===== src/rtl/mem_access_ctrl.sv =====
// Memory-stage load/store controller for a word-organised, big-endian, byte-laned RAM with LL/SC link bit.
// Latency: request accepted at E0, RAM access in E0-E1, registered response valid in E1-E2 (2 cycles).
// Backpressure: req_ready is high only in IDLE, so at most one request is in flight (one per 2 cycles).
module mem_access_ctrl #(
  parameter int ADDR_W = 32
) (
  input  logic              clk,
  input  logic              rst,
  input  logic              req_valid,
  output logic              req_ready,
  input  logic [3:0]        req_op,
  input  logic [ADDR_W-1:0] req_addr,
  input  logic [31:0]       req_wdata,
  input  logic              llbit_clear,
  output logic              ram_ce,
  output logic              ram_we,
  output logic [3:0]        ram_sel,
  output logic [ADDR_W-1:0] ram_addr,
  output logic [31:0]       ram_wdata,
  input  logic [31:0]       ram_rdata,
  output logic              resp_valid,
  output logic [31:0]       resp_data,
  output logic              resp_exc,
  output logic              resp_exc_store,
  output logic              llbit
);

  typedef enum logic {
    S_IDLE   = 1'b0,
    S_ACCESS = 1'b1
  } state_t;

  typedef enum logic [1:0] {
    SZ_BYTE = 2'd0,
    SZ_HALF = 2'd1,
    SZ_WORD = 2'd2
  } size_t;

  localparam logic [3:0] OP_LB  = 4'd0;
  localparam logic [3:0] OP_LBU = 4'd1;
  localparam logic [3:0] OP_LH  = 4'd2;
  localparam logic [3:0] OP_LHU = 4'd3;
  localparam logic [3:0] OP_LW  = 4'd4;
  localparam logic [3:0] OP_SB  = 4'd5;
  localparam logic [3:0] OP_SH  = 4'd6;
  localparam logic [3:0] OP_SW  = 4'd7;
  localparam logic [3:0] OP_LL  = 4'd8;
  localparam logic [3:0] OP_SC  = 4'd9;

  state_t              state_q, state_d;
  logic [3:0]          op_q, op_d;
  logic [ADDR_W-1:0]   addr_q, addr_d;
  logic [31:0]         wdata_q, wdata_d;
  logic                resp_valid_q, resp_valid_d;
  logic [31:0]         resp_data_q, resp_data_d;
  logic                resp_exc_q, resp_exc_d;
  logic                resp_exc_store_q, resp_exc_store_d;
  logic                llbit_q, llbit_d;

  // Decode of the registered request.
  logic                op_legal;
  logic                op_load;
  logic                op_store;
  logic                op_signed;
  size_t               op_size;
  logic                misaligned;
  logic [3:0]          lane_sel;
  logic [31:0]         lane_wdata;
  logic                sc_ok;
  logic                do_access;
  logic                in_access;
  logic [7:0]          load_byte;
  logic [15:0]         load_half;
  logic [31:0]         load_val;

  // Classify the held opcode: legality, direction, access size and extension.
  always_comb begin
    op_legal  = 1'b1;
    op_load   = 1'b0;
    op_store  = 1'b0;
    op_signed = 1'b0;
    op_size   = SZ_WORD;
    case (op_q)
      OP_LB:   begin op_load  = 1'b1; op_signed = 1'b1; op_size = SZ_BYTE; end
      OP_LBU:  begin op_load  = 1'b1; op_size = SZ_BYTE; end
      OP_LH:   begin op_load  = 1'b1; op_signed = 1'b1; op_size = SZ_HALF; end
      OP_LHU:  begin op_load  = 1'b1; op_size = SZ_HALF; end
      OP_LW:   begin op_load  = 1'b1; end
      OP_SB:   begin op_store = 1'b1; op_size = SZ_BYTE; end
      OP_SH:   begin op_store = 1'b1; op_size = SZ_HALF; end
      OP_SW:   begin op_store = 1'b1; end
      OP_LL:   begin op_load  = 1'b1; end
      OP_SC:   begin op_store = 1'b1; end
      default: begin op_legal = 1'b0; end
    endcase
  end

  // Alignment check, big-endian lane selection and lane-replicated store data.
  always_comb begin
    misaligned = 1'b0;
    lane_sel   = 4'b1111;
    lane_wdata = wdata_q;
    case (op_size)
      SZ_BYTE: begin
        lane_sel   = 4'b1000 >> addr_q[1:0];
        lane_wdata = {4{wdata_q[7:0]}};
      end
      SZ_HALF: begin
        misaligned = addr_q[0];
        lane_sel   = addr_q[1] ? 4'b0011 : 4'b1100;
        lane_wdata = {2{wdata_q[15:0]}};
      end
      default: begin
        misaligned = |addr_q[1:0];
      end
    endcase
  end

  // SC only touches the RAM when the link survived into its access cycle.
  assign in_access = (state_q == S_ACCESS);
  assign sc_ok     = (op_q == OP_SC) && llbit_q && !llbit_clear;
  assign do_access = op_legal && !misaligned && ((op_q != OP_SC) || sc_ok);

  // Drive the RAM port; enables are gated with reset so a reset mid-access cannot write.
  always_comb begin
    ram_ce    = 1'b0;
    ram_we    = 1'b0;
    ram_sel   = 4'b0000;
    ram_addr  = '0;
    ram_wdata = 32'h0;
    if (in_access && do_access && !rst) begin
      ram_ce   = 1'b1;
      ram_we   = op_store;
      ram_sel  = lane_sel;
      ram_addr = {addr_q[ADDR_W-1:2], 2'b00};
      if (op_store) begin
        ram_wdata = lane_wdata;
      end
    end
  end

  // Extract the addressed lane(s) from the read word and extend to 32 bits.
  always_comb begin
    case (addr_q[1:0])
      2'd0:    load_byte = ram_rdata[31:24];
      2'd1:    load_byte = ram_rdata[23:16];
      2'd2:    load_byte = ram_rdata[15:8];
      default: load_byte = ram_rdata[7:0];
    endcase
    load_half = addr_q[1] ? ram_rdata[15:0] : ram_rdata[31:16];
    case (op_size)
      SZ_BYTE: load_val = {{24{op_signed & load_byte[7]}}, load_byte};
      SZ_HALF: load_val = {{16{op_signed & load_half[15]}}, load_half};
      default: load_val = ram_rdata;
    endcase
  end

  // Next-state, request capture, response formation and link-bit update.
  always_comb begin
    state_d          = state_q;
    op_d             = op_q;
    addr_d           = addr_q;
    wdata_d          = wdata_q;
    resp_valid_d     = 1'b0;
    resp_data_d      = 32'h0;
    resp_exc_d       = 1'b0;
    resp_exc_store_d = 1'b0;
    llbit_d          = llbit_q;
    case (state_q)
      S_IDLE: begin
        if (req_valid) begin
          state_d = S_ACCESS;
          op_d    = req_op;
          addr_d  = req_addr;
          wdata_d = req_wdata;
        end
      end
      S_ACCESS: begin
        state_d      = S_IDLE;
        resp_valid_d = 1'b1;
        if (op_legal) begin
          if (misaligned) begin
            resp_exc_d       = 1'b1;
            resp_exc_store_d = op_store;
          end else if (op_load) begin
            resp_data_d = load_val;
            if (op_q == OP_LL) begin
              llbit_d = 1'b1;
            end
          end else if (op_q == OP_SC) begin
            resp_data_d = {31'h0, sc_ok};
            llbit_d     = 1'b0;
          end
        end
      end
      default: begin
        state_d = S_IDLE;
      end
    endcase
    // An exception/ERET clear overrides any link set in the same cycle.
    if (llbit_clear) begin
      llbit_d = 1'b0;
    end
  end

  // State and response registers with synchronous reset.
  always_ff @(posedge clk) begin
    if (rst) begin
      state_q          <= S_IDLE;
      op_q             <= 4'h0;
      addr_q           <= '0;
      wdata_q          <= 32'h0;
      resp_valid_q     <= 1'b0;
      resp_data_q      <= 32'h0;
      resp_exc_q       <= 1'b0;
      resp_exc_store_q <= 1'b0;
      llbit_q          <= 1'b0;
    end else begin
      state_q          <= state_d;
      op_q             <= op_d;
      addr_q           <= addr_d;
      wdata_q          <= wdata_d;
      resp_valid_q     <= resp_valid_d;
      resp_data_q      <= resp_data_d;
      resp_exc_q       <= resp_exc_d;
      resp_exc_store_q <= resp_exc_store_d;
      llbit_q          <= llbit_d;
    end
  end

  assign req_ready      = (state_q == S_IDLE);
  assign resp_valid     = resp_valid_q;
  assign resp_data      = resp_data_q;
  assign resp_exc       = resp_exc_q;
  assign resp_exc_store = resp_exc_store_q;
  assign llbit          = llbit_q;

endmodule


===== config.mk =====
export PLATFORM = sky130hd
export DESIGN_NAME = mem_access_ctrl
export DESIGN_NICKNAME = d
export VERILOG_FILES = /design/src/rtl/mem_access_ctrl.sv
export SDC_FILE = /design/constraint.sdc
export NUM_CORES = 1
export LEC_CHECK = 0
export BUFFER_PORTS_ARGS = -buffer_cell sky130_fd_sc_hd__buf_2
export CAP_MARGIN = 10
export CORE_MARGIN = 4
export CORE_UTILIZATION = 25
export CTS_CLUSTER_DIAMETER = 200
export DETAILED_ROUTE_END_ITERATION = 6
export SLEW_MARGIN = 20
export SYNTH_ARGS = -nofsm -noshare
export SYNTH_HDL_FRONTEND = slang
export SYNTH_SLANG_ARGS = --single-unit

===== constraint.sdc =====
create_clock -name clk -period 2.4 [get_ports clk]
set_input_delay 0.24 -clock clk [delete_from_list [all_inputs] [get_ports clk]]
set_output_delay 0.24 -clock clk [all_outputs]
set_load 0.01 [all_outputs]

==> results.md, run 1 <==
- Count of final hold-check violations: 0
- Slew headroom: a little under half
- CP top delay family: buffers and inverters
- GRT met2 Usage: between 20% and 30%
- Top cell type by total area after synthesis: dfxtp_1
- Max clock buf depth: 2
- Htree depth: 3
- Clock Tree Root: clkbuf_16
- Layer with the highest usage: met2
- Setup WS pre-CTS: 312 ps
- Post-synthesis cell count: 656
- WP buf/inv: 3
- Drt wl/cell: roughly 16 um
- Clock latency on the worst-skew pair: between 300 and 400 ps
- Port Buffer Count: about 210
- Postcts setup bufs: 0
- Ordered cell list for the critical path: buf_4 -> o21a_1 -> a311oi_2 -> o211ai_2 -> buf_12 -> nor3_2 -> buf_2
- 1st-pass router iterations: 4
- Slew Viols, Final: 0
- Final Setup Violations: 0
- Minimum clock period after layout: 2280 ps
- Leak Pwr: 3.04 nW
- Number of enable flip-flop cells after synthesis: 0
- Post-route clock period utilization: between 90 and 100%
- # IOs: roughly 210
- Routed Antenna Nets: 0
- Placer Congestion: around 0.81
- Finished Layout Cells: 1118
- CP Max Fanout: 25
- Critical R2R Capture: resp_data[16]
- Global-route usage over all layers: 15.7%
- Area Overhead vs Synth: 35.8%
- Post-synthesis cell area: about 4900 um2
- Vias/cell: 4.66
- Result of the run: complete, no violations
- Sequential area share after synthesis: a little over two fifths
- GR Overflow Total: 0
- Drt drc: 0
- Min Hold Slack: between 70 and 80 ps
- Die Ht: roughly 150 um
- Clock sinks: 105
- Ys Warns: 0
- M1 GR Usage: 20.6%
- Core Rows: 51
- Vias in the first global route: 5081
- Total stage count of the critical path: 7
- Syn_area_per_cell: between 7 and 8 um2
- DP Wirelength: around 13 mm
- Worst path required time: 2160 ps
- WP data arrival: just over 2000 ps
- First-pass GRT wire length: between 20 and 30 mm
- Reg2reg path depth: 5
- CTS tree: built
- Die footprint: about 22000 um2
- Measured slew at the worst slew-check pin: around 800 ps
- Achievable frequency: 438 MHz
- Kind of critical path: register to primary output
- Fin Clk Skew: between 10 and 15 ps
- Initial antenna violation count: 4
- Vias after detailed routing: between 5000 and 6000
- Worst r2r src: addr_q[1]
- Pin count of the biggest net entering global routing: 71
- Met3 Use GR: under 10%
- CP Launch Type: register
- Layout cells sized above 1: 33.2%
- Synth unique cells: 45
- Number of synthesized register bits: roughly 110
- CP startpoint: op_q[3]
- Final WL: approximately 18 mm
- CP Capture Type: primary output
- CP endpoint: ram_wdata[24]
- Asr flop ratio synth: 0%
- Total power divided by cell area: slightly above 600 nW/um2
- Clock buffer count from CTS: 9
- Slowest-stage cell, CP: dfxtp_2
- Most common flop cell mapped by yosys: dfxtp_1
- CP peak stage delay: approximately 380 ps
- Placed cell count: 1098
- Synth area leaders: dfxtp_1 43%, nand2_1 15%, a21oi_1 11%, and2_1 4.7%, mux4_2 3.2%
- Max IR drop VDD: 386 uV
- Clk slew on worst S/H paths: about 70 ps
- Starting density of the core: approximately 25%
- Maximum Capacitance Violations: 0
- 1st-iter DRT viols: 208
- Layout net count: 948
- Chip width: between 100 and 150 um
- R2R Setup Slk: around 430 ps
- Unrepaired setup endpoints after global routing: true
- Core region area: between 15000 and 20000 um2
- Worst hold path type: input port to register
- Top-area cell type share of the netlist area: a little over two fifths
- Final worst setup slack: between 100 and 150 ps
-- cells in the final DEF, fill, tap and decap left out, types with 5 or more instances in the layout --
cell type  count
a21oi_1      105
a31oi_1       10
and2_1        37
and3_1         9
buf_2        208
buf_4         18
clkbuf_16      9
dfxtp_1      101
inv_1         11
mux4_2         7
nand2_1      196
nand2b_1       5
nand3_1       16
nor2_1        20
nor3_1         8
nor3_2         9
o2111a_1       6
o21a_1         5
o21ai_0        9
o22ai_1        8
-- report_power, final --
| part | switching (mW) | internal (mW) | leakage [nW] | total (mW) |
|---|---|---|---|---|
| clock network | 0.705 | 0.811 | 0.146 | 1.52 |
| logic | 0.420 | 0.284 | 2.03 | 0.705 |
| registers | 0.0615 | 1.83 | 0.861 | 1.89 |
| total | 1.19 | 2.92 | 3.04 | 4.11 |
-- logic make-up after synthesis --
family	count (synthesis)	synth area share, %
fa+ha+maj	1	0.204
buf+inv	68	6.06
compound gates	156	18.5
flops	105	42.8
simple gates	314	28.4
other cells	1	0.0763
mux	11	4.02
-- cells in the mapped netlist (all sizes together), types with 2 or more instances --
cell type / number
o22ai: 8
o21a: 5
nor2b: 4
inv: 11
clkbuf: 39
o21ai: 9
buf: 18
and3: 9
dfxtp: 105
nor3: 18
mux2i: 4
nor2: 20
nand3: 16
nand2b: 5
and2: 38
a31oi: 10
o211ai: 2
nand2: 198
mux4: 7
o2111a: 6
a21oi: 105
-- layout make-up --
class	count	area (um2)
Tap cell	265	332
Sequential cell	105	2110
Fill cell	2101	12700
Antenna cell	4	10.0
Clock buffer	9	225
Inverter	11	41.3
Timing Repair Buffer	233	1280
Clock inverter	7	70.1
Multi-Input combinational cell	484	2600
-- flip-flops by register name, summed over array words and instances, names as in the netlist --
name and cells:
resp_exc_store 1, wdata_q 32, op_q 4, resp_data 32
addr_q 32, llbit 1, in_access 1, resp_exc 1
resp_valid 1
-- worst min-delay path by stage --
stage,from,endpoint,slack (ps),depth (start not counted)
final,llbit_clear,llbit,80,2
after global routing,llbit_clear,llbit,80,2
after CTS,llbit_clear,llbit,50,2
after detailed placement,llbit_clear,llbit,440,2
after global placement,llbit_clear,llbit,430,2
after floorplan,llbit_clear,llbit,320,1
-- repair_timing --
item | in CTS | in global routing
hold buffers | 0 | 0
resized for setup | 11 | 13
hold endpoints to repair | 0 | 0
pin swaps | 0 | 1
endpoints found under the setup margin | 20 | 63
-- metrics by stage --
stage          power, mW  TNS, ps  instance area [um2]  util (%)
2_1_floorplan       2.33        0                 4920         -
3_3_place_gp        2.61        0                 6270      32.3
3_5_place_dp        2.62        0                 6270      32.3
4_1_cts             4.16        0                 6610      34.1
5_1_grt             4.33     -129                 6670      34.4
6_report            4.11        0                 6670      34.4
-- layer usage --
metal	share of wire (%)	up-vias
met5	0.040	-
met4	1.5	2
met3	7.4	22
met2	47	196
met1	44	2424
li1	-	2564
Note: power is estimated with default switching activity, not from simulation.
==> run 2: changes to the inputs <==
--- a/config.mk
+++ b/config.mk
@@ -11,6 +11,7 @@
 export CORE_UTILIZATION = 25
 export CTS_CLUSTER_DIAMETER = 200
 export DETAILED_ROUTE_END_ITERATION = 6
+export PLACE_DENSITY = 0.43
 export SLEW_MARGIN = 20
 export SYNTH_ARGS = -nofsm -noshare
 export SYNTH_HDL_FRONTEND = slang
==> constraint.sdc (replaced) <==
create_clock -name clk -period 2.3 [get_ports clk]
set_input_delay 0.23 -clock clk [delete_from_list [all_inputs] [get_ports clk]]
set_output_delay 0.23 -clock clk [all_outputs]
set_load 0.01 [all_outputs]
==> run 2 against run 1 <==
Compared with the run above: final area grew 0.86%; largest power group unchanged; critical path type unchanged; die area is the same; first-iteration DRC count grew 8.2%; non-clock buffer count grew 10; clock-buffer cell count grew 1.
==> results.md, run 2 (synthesis gave the netlist of run 1 again) <==
- Result of the run: complete, no violations
- CP Launch Type: register
- Tot Pwr: 4.26 mW (+3.7%)
- CP Max Fanout: 20 (-20%)
- Filler Cell Count: 2174 (+3.5%)
- Layout net count: 958 (+1.1%)
- Final Setup Violations: 0 (unchanged)
- Core region area: 19400 um2 (unchanged)
- Count of final hold-check violations: 0 (unchanged)
- Pin count of the biggest net entering global routing: 71 (unchanged)
- Ordered cell list for the critical path: nand2b_2 -> a21o_4 -> o21a_2 -> buf_12 -> and3_1 -> buf_2
- Vias/cell: 4.58 (-1.6%)
- Unrepaired setup endpoints after global routing: true
- Placed cell count: 1104 (+0.55%)
- Worst path required time: 2070 ps (-90 ps)
- Chip width: 148 um (unchanged)
- Slowest-stage cell, CP: dfxtp_2
- Slew Viols, Final: 0 (unchanged)
- WP data arrival: 2000 ps (-40 ps)
- Post-route clock period utilization: between 90% and 100%
- Commonest cells after routing, fill and taps aside: 208 x buf_2, 196 x nand2_1, 105 x a21oi_1, 100 x dfxtp_1, 37 x and2_1
- Die footprint: 22000 um2 (unchanged)
- Clk slew on worst S/H paths: 70 ps (about the same)
- Finished Layout Cells: 1125 (+0.63%)
- Min Hold Slack: 62.1 ps (-13.3 ps)
- First-pass GRT wire length: 28.6 mm (+4.4%)
- Drt drc: 0 (unchanged)
- Starting density of the core: 25.3% (unchanged)
- Layer with the highest usage: met2
- Vias in the first global route: 5105 (+0.47%)
- Core Rows: 51 (unchanged)
- CP Capture Type: primary output
- Kind of critical path: register to primary output
- Fin Clk Skew: 9.58 ps (-0.472 ps)
- Final WL: 18.7 mm (+5.6%)
- CP peak stage delay: 360 ps (-20 ps)
- Hold-fix buffers, CTS: 0 (unchanged)
- CP startpoint: op_q[0]
- Maximum Capacitance Violations: 0 (unchanged)
- Clock sinks: 105 (unchanged)
- Max IR drop VDD: 321 uV (-17%)
- Die Ht: 148 um (unchanged)
- GRT met2 Usage: 25.6% (+0.41 points)
- Max clock buf depth: 2 (unchanged)
- Clock buffer count from CTS: 9 (unchanged)
- 1st-pass router iterations: 5 (+1)
- CP endpoint: ram_wdata[4]
- Final Core Density: 34.7% (+0.30 points)
- Drt wl/cell: 16.6 um (+5.0%)
- M1 GR Usage: 22.0% (+1.4 points)
- CTS tree: built
- DP Wirelength: 13.2 mm (+2.7%)
- Final worst setup slack: 70.5 ps (-46.7 ps)
- Worst hold path type: input port to register
- Most common cell after layout, fill and taps aside: buf_2
- 1st-iter DRT viols: 225 (+8.2%)
- Setup WS pre-CTS: 169 ps (-143 ps)
- GR Overflow Total: 0 (unchanged)
- Worst r2r src: op_q[2]
- Port Buffer Count: 208 (unchanged)
- Routed Antenna Nets: 0 (unchanged)
- Reg2reg path depth: 6 (+1)
- Initial antenna violation count: 4 (unchanged)
- # IOs: 211 (unchanged)
- Placer Congestion: 0.809 (-0.63%)
- Total placed instance area: 6300 um2 (+0.52%)
- Global-route usage over all layers: 16.5% (+0.80 points)
- Setup TNS: 0 ps (unchanged)
- Slew headroom: 45.6% (-0.91 points)
- Clock Tree Root: clkbuf_16
- Total power divided by cell area: 634 nW/um2 (+2.8%)
- Htree depth: 3 (unchanged)
- R2R Setup Slk: 330 ps (-100 ps)
- Layout cells sized above 1: 33.9% (+0.66 points)
- Met3 Use GR: 4.75% (+0.49 points)
- Minimum clock period after layout: approximately 2200 ps
- Finished layout cell area: 6730 um2 (+0.86%)
- Critical R2R Capture: resp_data[5]
- Leak Pwr: 3.09 nW (+1.5%)
- Vias after detailed routing: 5155 (-1.0%)
- Measured slew at the worst slew-check pin: 816 ps (+13.7 ps)
- Achievable frequency: 449 MHz
- Area Overhead vs Synth: 37.0%
- Clock latency on the worst-skew pair: 360 ps (about the same)
run 2: cell types whose count changed in the layout (fill, tap and decap cells not counted), sizes merged:
cell,previous run,this run
inv,12,13
bufinv,1,0
diode,4,1
clkinvlp,1,0
buf,233,242
clkbuf,9,11
run 2: power by group:
part	leakage (nW)	total, mW	switching [mW]	internal, mW
logic	2.08	0.771	0.451	0.320
clock network	0.143	1.52	0.750	0.770
registers	0.862	1.97	0.0665	1.91
total	3.09	4.26	1.27	3.00
run 2: worst max-delay path: cells and delay by family (launching register included):
kind,cells,cell delay (ps)
compound gates,2,530
buf+inv,2,310
flops,1,360
simple gates,2,430
run 2: final cells by class:
cell class	count	area (um2)	share of cell area, %
Inverter	11	41.3	0.613
Sequential cell	105	2120	31.5
Timing Repair Buffer	243	1360	20.2
Clock buffer	10	239	3.55
Multi-Input combinational cell	484	2590	38.6
Antenna cell	1	2.50	0.0372
Tap cell	265	332	4.93
Clock inverter	6	41.3	0.613
run 2: per-layer routing:
metal	part of all wire (%)	up-vias
met3	7.0	27
met2	46	178
met1	45	2362
li1	-	2584
met4	2.1	4
met5	0.15	-
run 2: worst min-delay path by stage:
stage / from / end / slack (ps) / depth (start not counted)
finish: llbit_clear / llbit / 60 / 2
global route: llbit_clear / llbit / 70 / 2
CTS: llbit_clear / llbit / 60 / 2
detailed placement: llbit_clear / llbit / 440 / 2
global placement: llbit_clear / llbit / 440 / 2
floorplan: llbit_clear / llbit / 310 / 1
run 2: timing repair:
item                       in CTS  in global routing
setup endpoints to repair      68                 63
gates cloned                    0                  1
setup buffers                   0                  3
pin swaps                       1                  3
resized for setup              12                 15
